--- src/rtl/pc_pkg.sv ---
// Shared types and constants for the program-counter fetch control block.
package pc_pkg;

  typedef enum logic [1:0] {
    BOOT = 2'd0,
    RUN  = 2'd1,
    HALT = 2'd2
  } pc_state_t;

  localparam logic [31:0] PC_INC        = 32'd4;
  localparam logic [31:0] PC_ALIGN_MASK = 32'hFFFF_FFFC;

endpackage

--- src/rtl/pc_adder.sv ---
// Sequential-path incrementer: pc_next = pc_current + 4, modulo 2^32.
module pc_adder
  import pc_pkg::*;
(
  input  logic [31:0] pc_current,
  output logic [31:0] pc_next
);

  assign pc_next = pc_current + PC_INC;

endmodule

--- src/rtl/pc_fetch_ctrl.sv ---
// PC register, next-PC select, boot delay, halt/resume FSM and fetch counter.
// Optional misaligned-redirect trap enabled by defining PC_MISALIGN_TRAP_EN.
module pc_fetch_ctrl
  import pc_pkg::*;
#(
  parameter logic [31:0] RESET_VECTOR = 32'h0000_0000,
  parameter int unsigned BOOT_CYCLES  = 2,
  parameter logic [31:0] TRAP_VECTOR  = 32'h0000_0100,
  parameter int unsigned COUNT_W      = 32
) (
  input  logic               clk,
  input  logic               rst,
  input  logic               stall_i,
  input  logic               redirect_i,
  input  logic [31:0]        redirect_target,
  input  logic               halt_i,
  input  logic               resume_i,
  output logic [31:0]        pc_current,
  output logic               pc_valid,
  output logic               halted,
  output logic               misalign_o,
  output logic [COUNT_W-1:0] instr_count
);

  localparam pc_state_t   StateInit = (BOOT_CYCLES == 0) ? RUN : BOOT;
  localparam logic [31:0] BootLast  = BOOT_CYCLES - 1;
  localparam logic [31:0] ResetPc   = RESET_VECTOR & PC_ALIGN_MASK;

  pc_state_t          state_q, state_d;
  logic [31:0]        pc_q, pc_d;
  logic [31:0]        boot_cnt_q, boot_cnt_d;
  logic [COUNT_W-1:0] count_q, count_d;
  logic               misalign_q, misalign_d;
  logic [31:0]        pc_seq;
  logic [31:0]        redirect_pc;
  logic               redirect_bad;

  pc_adder u_pc_adder (
    .pc_current (pc_q),
    .pc_next    (pc_seq)
  );

`ifdef PC_MISALIGN_TRAP_EN
  assign redirect_bad = (redirect_target[1:0] != 2'b00);
  assign redirect_pc  = redirect_bad ? (TRAP_VECTOR & PC_ALIGN_MASK) : redirect_target;
`else
  assign redirect_bad = 1'b0;
  assign redirect_pc  = redirect_target & PC_ALIGN_MASK;
`endif

  always_comb begin
    state_d    = state_q;
    pc_d       = pc_q;
    boot_cnt_d = boot_cnt_q;
    count_d    = count_q;
    misalign_d = 1'b0;
    unique case (state_q)
      BOOT: begin
        boot_cnt_d = boot_cnt_q + 32'd1;
        if (boot_cnt_q == BootLast) begin
          state_d = RUN;
        end
      end
      RUN: begin
        if (!stall_i && !halt_i && (count_q != {COUNT_W{1'b1}})) begin
          count_d = count_q + 1'b1;
        end
        if (halt_i) begin
          state_d = HALT;
        end else if (redirect_i) begin
          pc_d       = redirect_pc;
          misalign_d = redirect_bad;
        end else if (!stall_i) begin
          pc_d = pc_seq;
        end
      end
      HALT: begin
        if (redirect_i) begin
          pc_d       = redirect_pc;
          misalign_d = redirect_bad;
          state_d    = RUN;
        end else if (resume_i) begin
          pc_d    = pc_seq;
          state_d = RUN;
        end
      end
      default: state_d = StateInit;
    endcase
  end

  always_ff @(posedge clk or posedge rst) begin
    if (rst) begin
      state_q    <= StateInit;
      pc_q       <= ResetPc;
      boot_cnt_q <= 32'd0;
      count_q    <= '0;
      misalign_q <= 1'b0;
    end else begin
      state_q    <= state_d;
      pc_q       <= pc_d;
      boot_cnt_q <= boot_cnt_d;
      count_q    <= count_d;
      misalign_q <= misalign_d;
    end
  end

  assign pc_current  = pc_q;
  assign pc_valid    = (state_q == RUN);
  assign halted      = (state_q == HALT);
  assign misalign_o  = misalign_q;
  assign instr_count = count_q;

endmodule

--- config.mk ---
export PLATFORM = sky130hd
export DESIGN_NAME = pc_fetch_ctrl
export DESIGN_NICKNAME = d
export VERILOG_FILES = /design/src/rtl/pc_pkg.sv /design/src/rtl/pc_adder.sv /design/src/rtl/pc_fetch_ctrl.sv
export SDC_FILE = /design/constraint.sdc
export NUM_CORES = 1
export LEC_CHECK = 0
export BUFFER_PORTS_ARGS = -buffer_cell sky130_fd_sc_hd__buf_4
export CAP_MARGIN = 20
export CORE_ASPECT_RATIO = 2
export CORE_UTILIZATION = 50
export DETAILED_ROUTE_END_ITERATION = 8
export GPL_TIMING_DRIVEN = 1
export PLACE_DENSITY = 0.74
export SKIP_CTS_REPAIR_TIMING = 1
export SLEW_MARGIN = 30
export SYNTH_ARGS = -nofsm -noshare
export SYNTH_HDL_FRONTEND = slang
export SYNTH_HIERARCHICAL = 1
export SYNTH_SLANG_ARGS = --single-unit
--- constraint.sdc ---
create_clock -name clk -period 5.7 [get_ports clk]
set_clock_uncertainty 0.05 [all_clocks]
set_input_delay 0 -clock clk [delete_from_list [all_inputs] [get_ports clk]]
set_output_delay 0 -clock clk [all_outputs]
set_load 0.02 [all_outputs]
* Word-level counts from Yosys, hierarchy flattened *
Index checks and enable logic that the tools add are counted.

word-level totals
  bits in registers = 98
  input bits = 38
  output and inout port bits = 67

operators by class
  $add $sub $neg = 3
  equal/unequal tests = 9
  muxes and demuxes = 11
  reduce and logical (&&, ||, !) cells = 9

operator list
  kind                                                                     count
  32-bit 2-to-1 mux                                                        5
  32-bit by 1-bit adder with 32-bit output (second input constant)         2
  32-bit case mux with 2 select lines                                      1
  32-bit by 3-bit adder with 32-bit output (second input constant)         1
  32-bit by 1-bit equality test with 1-bit output (second input constant)  1
  32-bit != test (second input constant)                                   1
  2-bit 2-to-1 mux                                                         4
  2-bit != test (second input constant)                                    3
  3-bit != test (second input constant)                                    2
  2-bit case mux with 3 select lines                                       1
  4-bit AND reduction                                                      1
  3-bit AND reduction                                                      1
  2-bit by 1-bit equality test with 1-bit output (second input constant)   1
  2-bit equality test (second input constant)                              1
  1-bit logical AND                                                        2
  1-bit logical NOT                                                        2
  2-bit logical NOT                                                        1
  2-bit AND reduction                                                      1
  2-bit nonzero test                                                       1

* Depth between registers and ports, before layout *
  depth after elaboration = 5
  mapped depth = 8
  mapped depth without buffers = 7

* Hierarchy *
Netlist, hierarchy kept.

modules (own cells, without submodules)
  module         instances  cells each  area an instance (sq um)  seq. area each (sq um)
  pc_fetch_ctrl  1          438         4648.2                    2452.4
  pc_adder       1          83          580.6                     0.0

* Worst setup path before layout *
No wires, ideal clock.

  path kind = register to register
  start = register count_q[0], in the netlist instr_count[0]
  end = register count_q[17], in the netlist instr_count[17]
  arrival = 1970 ps
  setup slack = 3546 ps
  stages on the path, launching flop included = 8
  buffers on the path = 1
  path through = dfrtp_1 -> ha_1 -> nand4_1 -> nor4_2 -> a21o_2 -> buf_2 -> nor3_1 -> xor2_1

between the ends
  word-level cells in the longest chain between the ends = 3

ends and longest elaborated chain
  what                                                                                              RTL line              RTL
  start, declared                                                                                   pc_fetch_ctrl.sv:32   logic [COUNT_W-1:0] count_q, count_d;
  start signal, assigned                                                                            pc_fetch_ctrl.sv:102  count_q <= count_d;
  parallel branches: the longest is 3 deep, another holds 32-bit by 1-bit adder with 32-bit output  --

Parallel ways; which one is timed is not known.
A chain may end at the register's enable or synchronous reset.

* Final worst setup path *
  start = register count_q[0], in the netlist instr_count[0]
  end = register count_q[19], in the netlist instr_count[19]

The elaborated chain is that of the path after synthesis.

==> impl_metrics.toml <==
[synth]
seq_area_frac_synth = 0.469
synth-compound-area-share = 0.0464
synth-simple-area-share = 0.246
async_flop_share = 1.00
synth_xor_area_frac = 0.144
synth_top_family_by_area = "simple AND/OR/NAND/NOR gates"
synth_edf_count = 0
syn_area_sq_um = 5230
syn_nets = 563
synth_warnings = 6
avgSynthCellArea_sq_um = 10.0
netlist_instances = 521
synth_flop_cell = "dfrtp_1"
synth.distinct_cells = 48
yosys_register_bits = 98
synth-adder-area-share = 0.00957
synth_mux_area_frac = 0.0615

[setup_path]
cp-endpoint = "instr_count[19]"
arrival_ns = 2.49
crit_chain = "ha_1, nand4_1, nor4_2, a21o_2, nor4_1, xor2_1"
startpoint = "instr_count[0]"
r2r_setup_slack_ns = 3.37
critPathMaxStageDelay_ns = 0.54
r2r_cells = 6
critPathKind = "reg2reg"
cp-end-kind = "flip-flop"
reg2reg_to = "instr_count[19]"
reg2reg_from = "instr_count[0]"
critPathLaunchType = "flip-flop"
cp_max_fo = 13
cpMaxStageDelayCell = "nor4_2"
crit_required_ns = 5.86

[clock_tree]
htree_levels = 3
cts_tree = "yes"
clockBufferDepth = 2
cts_root_buffer = "clkbuf_16"
clk_pin_slew_ns = 0.07
clock_sinks = 98
clk_latency_ns = 0.34
numCtsBuffers = 9

[floorplanning]
dieHeight_microns = 147
core_sq_um = 10100
rows = 52
start_util = 0.515
die_x_microns = 74.3
num_io_pins = 105
dieArea_sq_um = 10900

[routing]
routed_wl_microns = 12700
viasPerCell = 5.54
drcViolationCount = 0
drt_pass1_iterations = 5
vias = 4383
ant_nets = 0
drt_iter0_drc = 179
wl_per_cell_microns = 16.0

[global_route]
grt_first_pass_wirelength_microns = 20100
grt_pass1_vias = 4332
gr-usage-all-layers = 0.237
grt_max_degree = 65
overflow = 0
grt_use_met2 = 0.432
use_met3 = 0.0483
met1_usage = 0.253
antenna_found_initial = 1
top_usage_layer = "met2"

[timing]
setup_tns_ns = 0
slew_headroom = 0.477
period_needed_ns = 2.33
hold_viol = 0
worst_pin_slew_ns = 0.784
slew_violations = 0
period_share = 0.409
rsz0062_at_grt = "no"
max_freq_ghz = 0.429
finalSetupViolations = 0

[power]
p_int_mw = 1.64
sw_frac_of_total = 0.393
peakVddDrop_uv = 367
leakagePower_nw = 3.06
p_clk_frac = 0.229
p_comb_frac = 0.365
power.switching_mw = 1.06
p_seq_frac = 0.406
powerDensity_nw_per_um2 = 402

[cells_and_area]
area_growth_pct = 28.7
final_area_sq_um = 6730
nets = 692
utilization = 0.663
drive_gt1_frac = 0.212

[placement]
placed_area_sq_um = 6080
io_buffers = 101
globalplace.congestion = 0.812
place_hpwl_microns = 8790

[outcome]
status = "completed"

[min_path]
hold_path_class = "in2reg"

[flow_run]
drv_cap = 0
logic make-up (layout without fill, tap and decap cells):
family	after synthesis	after routing
AO/OA/AOI/OAI	45	45
other	1	2
adder cells (fa/ha/maj)	4	4
AND/OR/NAND/NOR	229	229
buffers and inverters	26	160
flip-flops	98	98
multiplexers	32	32
XOR/XNOR	86	86
stage by stage:
step           hold slack (ns)  cells  power [mW]  worst slack (ns)
2_1_floorplan           0.0898    521        1.70              3.09
3_3_place_gp            0.0542    741        2.01              3.29
3_5_place_dp            0.0647    741        2.05              3.27
4_1_cts                 -0.303    757        2.67              3.23
5_1_grt                  0.118    791        2.84              3.17
6_report                0.0868    791        2.70              3.37
area by class of cell:
type	count	area [sq um]
Tap cell	135	169
Antenna cell	1	2.50
Sequential cell	98	2450
Inverter	9	35.0
Clock inverter	6	66.3
Timing Repair Buffer	135	1100
Fill cell	823	3420
Multi-Input combinational cell	397	2670
Clock buffer	10	239
cell usage in the layout, fill, tap and decap left out, drive strengths merged, types with 10 or more instances in the layout:
| master | count |
|---|---|
| a21oi | 38 |
| buf | 102 |
| clkbuf | 10 |
| dfrtp | 98 |
| dlygate4sd3 | 33 |
| mux2i | 31 |
| nand2 | 36 |
| nand3 | 34 |
| nand4 | 36 |
| nor2 | 58 |
| nor3 | 12 |
| nor4 | 15 |
| xnor2 | 60 |
| xor2 | 26 |
worst min path at each step:
stage,startpoint,to,depth (start not counted)
global route,resume_i,state_q[0],4
finish,resume_i,state_q[0],4
detailed placement,rst,instr_count[22],2
CTS,rst,instr_count[22],2
global placement,rst,instr_count[22],2
floorplan,halt_i,state_q[1],1
flip-flops by register name, indices dropped and copies added, names as in the netlist:
| signal | cells |
|---|---|
| boot_cnt_q | 32 |
| instr_count | 32 |
| pc_current | 32 |
| state_q | 2 |
Yosys cell counts, types with 5 or more instances:
cell type,n,share of area
and3_1,7,0.0084
xor2_1,26,0.044
nand2b_1,5,0.0060
nor4_1,11,0.013
and4_1,7,0.012
nand4_1,34,0.041
nand3_1,33,0.032
dfrtp_1,98,0.47
nor2_1,57,0.041
a21oi_1,38,0.036
nor3_1,9,0.0086
clkbuf_1,7,0.0050
inv_1,9,0.0065
nand2_1,36,0.026
mux2i_1,31,0.059
xnor2_1,60,0.10
critical path, delay by kind of cell (launching register included):
family | cells | cell delay [ns]
compound gates | 1 | 0.41
fa+ha+maj | 1 | 0.31
flops | 1 | 0.47
xor+xnor | 1 | 0.15
simple gates | 3 | 0.81
layer usage:
layer	vias up	share of wire
li1	2092	-
met1	2156	0.38
met2	109	0.56
met3	26	0.040
met4	0	0.025
met5	-	0
power by group through the flow:
stage               Clock, mW  Sequential, mW  Combinational [mW]
floorplan                   0            1.20               0.500
CTS                     0.625            1.09               0.951
global placement            0            1.09               0.918
global route            0.654            1.12                1.07
detailed placement          0            1.10               0.948
finish                  0.620            1.10               0.986
Note: power is estimated with default switching activity, not from simulation.
